## src/rtl/instr_decode_stage.sv

```systemverilog
// Instruction decode stage: registered, valid/ready handshaked, with a 2-entry
// (main + skid) buffer for full throughput. Decodes the opcode field into a
// type code and per-class control flags, and counts entries handed downstream.
// Optional feature macro: ILLEGAL_TRAP_EN (flag unmapped opcodes, stall the
// input while an illegal entry sits in the output register).
module instr_decode_stage #(
  parameter int unsigned INSTR_W = 16,
  parameter int unsigned OPW     = 4,
  parameter int unsigned OP_LSB  = 12,
  parameter int unsigned CNT_W   = 16
) (
  input  logic               clk,
  input  logic               rst_n,
  input  logic               flush,
  input  logic               in_valid,
  output logic               in_ready,
  input  logic [INSTR_W-1:0] in_instr,
  output logic               out_valid,
  input  logic               out_ready,
  output logic [INSTR_W-1:0] out_instr,
  output logic [1:0]         out_type,
  output logic               out_is_load,
  output logic               out_is_store,
  output logic               out_is_branch,
  output logic               out_is_jump,
  output logic               out_is_call,
  output logic               out_is_ret,
  output logic               out_illegal,
  output logic [CNT_W-1:0]   dec_count
);

  localparam logic [1:0] TypeR = 2'b00;
  localparam logic [1:0] TypeI = 2'b01;
  localparam logic [1:0] TypeJ = 2'b10;
  localparam logic [1:0] TypeB = 2'b11;

  typedef struct packed {
    logic [INSTR_W-1:0] instr;
    logic [1:0]         typ;
    logic               is_load;
    logic               is_store;
    logic               is_branch;
    logic               is_jump;
    logic               is_call;
    logic               is_ret;
    logic               illegal;
  } entry_t;

  entry_t         dec;
  entry_t         main_q, main_d;
  entry_t         skid_q, skid_d;
  logic           main_valid_q, main_valid_d;
  logic           skid_valid_q, skid_valid_d;
  logic [CNT_W-1:0] cnt_q, cnt_d;
  logic [OPW-1:0] op;
  logic           in_xfer;
  logic           out_xfer;
  logic           main_free;

  // Combinational decode of the incoming word; captured alongside it.
  always_comb begin
    op        = in_instr[OP_LSB +: OPW];
    dec       = '0;
    dec.instr = in_instr;
    dec.typ   = TypeR;
    if ((op >> 4) == '0) begin
      case (op[3:0])
        4'h1, 4'h9, 4'hA, 4'hB: dec.typ = TypeR;
        4'h5: begin
          dec.typ     = TypeR;
          dec.is_load = 1'b1;
        end
        4'h6: begin
          dec.typ      = TypeR;
          dec.is_store = 1'b1;
        end
        4'h2: dec.typ = TypeI;
        4'h3: begin
          dec.typ     = TypeJ;
          dec.is_jump = 1'b1;
        end
        4'h7: begin
          dec.typ     = TypeJ;
          dec.is_call = 1'b1;
        end
        4'h8: begin
          dec.typ    = TypeJ;
          dec.is_ret = 1'b1;
        end
        4'h4: begin
          dec.typ       = TypeB;
          dec.is_branch = 1'b1;
        end
        default: begin
`ifdef ILLEGAL_TRAP_EN
          dec.illegal = 1'b1;
`else
          dec.illegal = 1'b0;
`endif
        end
      endcase
    end else begin
`ifdef ILLEGAL_TRAP_EN
      dec.illegal = 1'b1;
`else
      dec.illegal = 1'b0;
`endif
    end
  end

  // Input readiness depends only on registered state (no path from out_ready).
  always_comb begin
`ifdef ILLEGAL_TRAP_EN
    // Hold off younger work until the trapping entry has left.
    in_ready = ~skid_valid_q & ~(main_valid_q & main_q.illegal);
`else
    in_ready = ~skid_valid_q;
`endif
  end

  assign in_xfer   = in_valid & in_ready;
  assign out_xfer  = main_valid_q & out_ready;
  assign main_free = ~main_valid_q | out_ready;

  // Next-state for the main/skid pair; FIFO order, flush wins over everything.
  always_comb begin
    main_d       = main_q;
    skid_d       = skid_q;
    main_valid_d = main_valid_q;
    skid_valid_d = skid_valid_q;
    if (flush) begin
      main_valid_d = 1'b0;
      skid_valid_d = 1'b0;
    end else if (main_free) begin
      if (skid_valid_q) begin
        // Older skid entry advances first; a new one (if any) refills skid.
        main_d       = skid_q;
        main_valid_d = 1'b1;
        if (in_xfer) begin
          skid_d = dec;
        end else begin
          skid_valid_d = 1'b0;
        end
      end else if (in_xfer) begin
        main_d       = dec;
        main_valid_d = 1'b1;
      end else begin
        main_valid_d = 1'b0;
      end
    end else if (in_xfer) begin
      // Main is held by backpressure: park the new entry in skid.
      skid_d       = dec;
      skid_valid_d = 1'b1;
    end
  end

  // Decoded-entry counter: one per out transfer, wraps, survives flush.
  always_comb begin
    cnt_d = cnt_q;
    if (out_xfer) begin
      cnt_d = cnt_q + CNT_W'(1);
    end
  end

  // State registers.
  always_ff @(posedge clk or negedge rst_n) begin
    if (!rst_n) begin
      main_q       <= '0;
      skid_q       <= '0;
      main_valid_q <= 1'b0;
      skid_valid_q <= 1'b0;
      cnt_q        <= '0;
    end else begin
      main_q       <= main_d;
      skid_q       <= skid_d;
      main_valid_q <= main_valid_d;
      skid_valid_q <= skid_valid_d;
      cnt_q        <= cnt_d;
    end
  end

  assign out_valid     = main_valid_q;
  assign out_instr     = main_q.instr;
  assign out_type      = main_q.typ;
  assign out_is_load   = main_q.is_load;
  assign out_is_store  = main_q.is_store;
  assign out_is_branch = main_q.is_branch;
  assign out_is_jump   = main_q.is_jump;
  assign out_is_call   = main_q.is_call;
  assign out_is_ret    = main_q.is_ret;
  assign out_illegal   = main_q.illegal;
  assign dec_count     = cnt_q;

endmodule
```

## config.mk

```make
export PLATFORM = sky130hd
export DESIGN_NAME = instr_decode_stage
export DESIGN_NICKNAME = d
export VERILOG_FILES = /design/src/rtl/instr_decode_stage.sv
export SDC_FILE = /design/constraint.sdc
export NUM_CORES = 1
export LEC_CHECK = 0
export CAP_MARGIN = 20
export CORE_MARGIN = 2
export CORE_UTILIZATION = 54
export CTS_CLUSTER_DIAMETER = 120
export DETAILED_ROUTE_END_ITERATION = 6
export PLACE_DENSITY = 0.85
export SLEW_MARGIN = 10
export SYNTH_ARGS = -nofsm -noshare
export SYNTH_HDL_FRONTEND = slang
export SYNTH_SLANG_ARGS = --single-unit
```

## constraint.sdc

```tcl
create_clock -name clk -period 2.4 [get_ports clk]
set_clock_uncertainty 0.2 [all_clocks]
set_input_delay 0.24 -clock clk [delete_from_list [all_inputs] [get_ports clk]]
set_output_delay 0.24 -clock clk [all_outputs]
set_load 0.01 [all_outputs]
```

==> results of run 1 <==
==> state kept, by name (all words and copies together) (netlist names) <==
name	cells
out_is_branch	1
out_is_load	1
out_is_ret	1
out_instr	16
skid_valid_q	1
out_is_call	1
out_type	2
out_is_store	1
out_valid	1
dec_count	16
skid_q	24
out_is_jump	1
==> where the power goes <==
group	switching [W]	total (W)	internal, W
registers	0.000141	0.00143	0.00129
logic	0.000265	0.000599	0.000333
clock network	0.000393	0.000850	0.000457
total	0.000799	0.00288	0.00208
==> worst max-delay path: stages (launching register included) <==
cell,delay [ns]
dfrtp_1,0.55
inv_2,0.21
clkdlybuf4s50_1,0.56
==> path summary, 6_finish.rpt <==
check / slack [ns] / end / cells after the start / startpoint
hold / removal: 0.23 / out_instr[1] / 2 / rst_n
min in group clk: 0.26 / skid_q[15] / 3 / in_instr[6]
setup / recovery: 0.31 / in_ready / 2 / skid_valid_q
hold reg to reg: 0.26 / dec_count[15] / 1 / dec_count[15]
setup reg to reg: 0.49 / skid_q[21] / 5 / skid_valid_q
max in group asynchronous: 1.16 / skid_q[19] / 3 / rst_n
==> final cells by class <==
type / count / area (um2) / share of cell area
well taps: 70 / 87.58 / 0.02313
repair buffers: 70 / 703.2 / 0.1857
multi-input cells: 207 / 1155 / 0.3049
clock buffers: 14 / 172.7 / 0.04559
clock inverters: 2 / 10.01 / 0.002643
inverters: 2 / 7.507 / 0.001982
flip-flops and latches: 66 / 1652 / 0.4361
==> Yosys cell counts, drive strengths merged (2+ instances only) <==
cell type	number	area, um2
inv	2	7.500
and3	3	18.77
and4	2	17.52
o21ai	2	10.01
nand2	75	284.0
nand3	7	35.03
xor2	8	70.07
mux2i	16	160.2
nor3	6	46.30
mux2	2	22.52
nor4b	2	17.52
a21oi	23	115.1
xnor2	9	78.83
nor2	31	116.4
clkbuf	5	18.77
a31oi	4	25.02
buf	14	82.57
dfrtp	66	1652
nor4bb	2	20.02
==> timing repair <==
action / CTS / global route
endpoints found under the hold margin: 23 / 0
hold buffers: 1 / 0
resized for setup: 0 / 0
==> cells by family (layout without fill, tap and decap cells) <==
group / Yosys count / after routing / synth area share
flip-flops: 66 / 66 / 0.5675
XOR/XNOR: 17 / 17 / 0.05116
AO/OA/AOI/OAI: 35 / 35 / 0.06836
adder cells (fa/ha/maj): 1 / 1 / 0.004299
other: 1 / 1 / 0.001289
buffers and inverters: 21 / 88 / 0.03740
AND/OR/NAND/NOR: 135 / 135 / 0.2072
multiplexers: 18 / 18 / 0.06277
==> layer usage <==
layer,wire length [um],part of all wire,up-vias
met3,262,0.043,7
li1,-,-,1103
met5,0,0,-
met1,2801,0.46,1093
met2,2926,0.48,64
met4,104,0.017,0
==> metrics by stage <==
step | utilization | setup slack, ns | instances | total power [W] | instance area (um2)
2_1_floorplan | - | 0.7469 | 294 | 0.001699 | 2910
3_3_place_gp | 0.6994 | 0.3646 | 414 | 0.002026 | 3595
3_5_place_dp | 0.6994 | 0.3105 | 414 | 0.002054 | 3595
4_1_cts | 0.7369 | 0.2962 | 431 | 0.002903 | 3787
5_1_grt | 0.7369 | 0.2603 | 431 | 0.003032 | 3787
6_report | 0.7369 | 0.3065 | 431 | 0.002884 | 3787
==> out/summary.md, run 1 <==
Status
• **status** finished, final reports clean

Hold path
• **Hold Path Class** input pin to asynchronous set/reset pin

Routing
• **violation count after the first detailed-routing iteration** 230
• **total number of vias** 2267
• **Final ANT Viol Nets** 0
• **number of iterations in the first detailed-routing pass** 4
• **final routed wirelength across all metal layers** 6094 um
• **Via-to-Cell Ratio** 5.260
• **average detailed-routed wire length per instance** 14.14 um
• **drt drc** 0

Global route
• **met3 routing resource usage after global routing** 0.03372
• **antenna violations before repair** 0
• **first-pass GRT wire length** 10410 um
• **global-route track usage on met2** 0.3330
• **total track usage** 0.2199
• **total overflow reported by the global router** 0
• **vias in the first global route** 2142
• **routing layer with the top usage in global route** met2
• **pin count of the biggest net entering global routing** 49
• **M1 GR Usage** 0.3154

Final layout
• **layout-stage area growth over the synthesis result** 30.14%
• **number of filler instances in the final layout** 378
• **number of nets in the layout** 378
• **most common cell after layout, fill and taps aside** nand2_1
• **number of inserted diodes** 0
• **layout cell share with drive strength beyond 1** 0.07479
• **commonest non-fill, non-tap cells in the layout** nand2_1 (74), dfrtp_1 (66), clkdlybuf4s50_1 (61), nor2_1 (31), a21oi_1 (23)

Die
• **chip height** 77.41 um
• **starting density of the core** 0.5662
• **horizontal extent of the die** 77.41 um
• **Boundary Pins** 64
• **die footprint** 5992 um2
• **standard cell core area** 5140 um2
• **site row count** 26

Clock tree
• **deepest level of the CTS H-tree** 3
• **buffers inserted during post-CTS setup optimization** 0
• **root buffer cell** clkbuf_8
• **Clock Latency Late Sink** 0.33 ns
• **TritonCTS clock tree** built
• **maximum count of clock buffers along a single path** 2
• **number of buffers created by CTS** 9
• **Worst-path clk slew** 0.07 ns
• **number of sinks on the clock net** 66

Timing
• **setup violation total in the final timing report** 0
• **unrepaired setup endpoints after global routing** no
• **number of hold violations in the final report** 0
• **top achievable clock speed** 0.4777 GHz
• **accumulated negative setup slack** 0 ns
• **max-slew violation total from the final report** 0
• **Tmin final** 2.093 ns
• **pin slew with the least headroom to its limit** 0.5665 ns
• **hold slack final** 0.2292 ns
• **period utilisation layout** 0.8723
• **max-slew headroom at the worst pin** 0.6224

Setup path
• **critical path startpoint category** flip-flop
• **CP Data Arrival Time** 1.65 ns
• **Worst Setup Path Type** flip-flop to primary output
• **required time worst endpoint** 1.96 ns
• **endpoint kind of the worst setup timing path** primary output
• **Max Fanout on Critical Path** 11

Pwr
• **power density relative to cell area** 761.4 nW/um2
• **Static Leak** 1.694 nW
• **VDD IR max** 0.5120 mV

Synth
• **combined area of all synthesized cells** 2910 um2
• **number of warnings reported in the yosys synthesis log** 0
• **number of flops mapped to enable cells by yosys** 0
• **share of async-settable or async-resettable flops after synthesis** 1.000
• **net count of the mapped netlist** 316
• **Post-Syn Area per Cell** 9.899 um2
• **Post-Syn Instances** 294
• **count of distinct cell types in the synthesized netlist** 41
• **share of synthesized area occupied by flip-flops and latches** 0.5675
• **prevailing post-synth register cell** dfrtp_1
• **total of flip-flops plus latches after synthesis** 66

Placed design
• **half-perimeter wire length after placement** 4140 um
• **count of input and output buffers** 62
• **GPL Wtd Cong** 0.7886

Run
• **max-cap violation count** 0

Note: power is estimated with default switching activity, not from simulation.
==> run 2, diff against run 1 <==
CORE_UTILIZATION = 50   (was 54)
PLACE_DENSITY = 0.83   (was 0.85)
clock period = 2.3 ns   (was 2.4 ns; I/O delays follow)
==> out/summary.md, run 2 (synthesis gave the netlist of run 1 again) <==
Status
• **status** finished, final reports clean

Routing
• **average detailed-routed wire length per instance** 13.91 um
• **total number of vias** 2302
• **Final ANT Viol Nets** 0
• **violation count after the first detailed-routing iteration** 119
• **Via-to-Cell Ratio** 5.316
• **number of iterations in the first detailed-routing pass** 5
• **drt drc** 0
• **final routed wirelength across all metal layers** 6023 um

Placed design
• **count of input and output buffers** 62
• **DP Worst Slack** 0.2584 ns
• **half-perimeter wire length after placement** 4135 um
• **GPL Wtd Cong** 0.8821

Timing
• **period utilisation layout** 0.8193
• **unrepaired setup endpoints after global routing** no
• **top achievable clock speed** 0.5307 GHz
• **setup violation total in the final timing report** 0
• **accumulated negative setup slack** 0 ns
• **max-slew headroom at the worst pin** 0.6235
• **Worst Setup Slack, final** 0.4156 ns
• **number of hold violations in the final report** 0
• **Tmin final** 1.884 ns
• **max-slew violation total from the final report** 0
• **pin slew with the least headroom to its limit** 0.5648 ns

Die
• **starting density of the core** 0.5221
• **die footprint** 6446 um2
• **Boundary Pins** 64
• **standard cell core area** 5574 um2
• **site row count** 27
• **horizontal extent of the die** 80.29 um
• **chip height** 80.29 um

Final layout
• **multi-input combinational cell area** 1155 um2
• **Largest register FFs** 24
• **number of filler instances in the final layout** 419
• **most common cell after layout, fill and taps aside** nand2_1
• **number of inserted diodes** 0
• **sequential cell area** 1652 um2
• **commonest non-fill, non-tap cells in the layout** nand2_1 (74), dfrtp_1 (66), clkdlybuf4s50_1 (61), nor2_1 (31), a21oi_1 (23)
• **layout cell share with drive strength beyond 1** 0.07756
• **post-layout util** 0.6925
• **number of nets in the layout** 378
• **layout-stage area growth over the synthesis result** 32.63%
• **Top reg by flops** skid_q

Setup path
• **endpoint kind of the worst setup timing path** primary output
• **Worst Setup Path Type** flip-flop to primary output
• **CP Data Arrival Time** 1.45 ns
• **critical path startpoint category** flip-flop
• **required time worst endpoint** 1.87 ns
• **Max Fanout on Critical Path** 7

Clock tree
• **TritonCTS clock tree** built
• **cts repair resizes** 0
• **number of buffers created by CTS** 9
• **Clock Latency Late Sink** 0.34 ns
• **maximum count of clock buffers along a single path** 2
• **root buffer cell** clkbuf_8
• **deepest level of the CTS H-tree** 3
• **Worst-path clk slew** 0.07 ns
• **number of sinks on the clock net** 66

Global route
• **vias in the first global route** 2274
• **antenna violations before repair** 0
• **pin count of the biggest net entering global routing** 49
• **total track usage** 0.2044
• **first-pass GRT wire length** 10210 um
• **total overflow reported by the global router** 0

Hold path
• **Hold Path Class** input pin to asynchronous set/reset pin

Pwr
• **VDD IR max** 0.5076 mV
• **Static Leak** 1.719 nW
• **power density relative to cell area** 863.4 nW/um2

Run
• **max-cap violation count** 0

run 2: cell count changes in the layout (fill, tap and decap cells not counted):
| cell | before | now |
|---|---|---|
| clkinvlp_4 | 0 | 1 |
| bufinv_16 | 0 | 3 |
| clkbuf_1 | 2 | 1 |
| clkbuf_8 | 12 | 11 |
| clkinv_2 | 2 | 0 |
run 2: what timing repair did:
item / CTS / global route
hold endpoints to repair: 23 / 0
buffers inserted: 0 / 0
hold buffers: 1 / 0
run 2: worst paths after layout:
path / startpoint / end / slack [ns] / cells after the start
worst max-delay path: skid_valid_q / in_ready / 0.42 / 2
worst min-delay path: rst_n / out_instr[1] / 0.22 / 2
worst max register to register: dec_count[0] / dec_count[10] / 0.50 / 5
worst min register to register: dec_count[15] / dec_count[15] / 0.27 / 1
max in group asynchronous: rst_n / skid_q[18] / 1.06 / 3
min in group clk: in_instr[3] / skid_q[12] / 0.24 / 3
run 2: cell type report:
cell class	count	share of cell area
clock inverters	4	0.02528
repair buffers	70	0.1822
clock buffers	12	0.04019
multi-input cells	207	0.2992
well taps	72	0.02334
inverters	2	0.001945
flip-flops and latches	66	0.4279
run 2: through the flow:
step                      hold WS (ns)  cells  power [W]  area, um2
after global routing            0.2649    433   0.003491       3860
final                           0.2160    433   0.003333       3860
after floorplan                -0.2656    294   0.001773       2910
after global placement         0.05606    416   0.002115       3597
after detailed placement       0.05532    416   0.002142       3597
after CTS                       0.2222    433   0.003361       3860
run 2: critical path, cell delays in order (launching register included):
cell and delay (ns):
dfrtp_1 0.42, inv_2 0.14, clkdlybuf4s50_1 0.55
run 2: layer usage:
metal,up-vias,track usage,share of wire
met1,1125,0.2619,0.44
met5,-,0,0
li1,1104,-,-
met3,12,0.04270,0.045
met4,0,0.09322,0.020
met2,61,0.3333,0.50
run 2: power breakdown:
part | internal (W) | total, W | switching (W)
Sequential | 0.00135 | 0.00149 | 0.000142
Clock | 0.000780 | 0.00122 | 0.000437
Combinational | 0.000348 | 0.000624 | 0.000277
Total | 0.00248 | 0.00333 | 0.000855
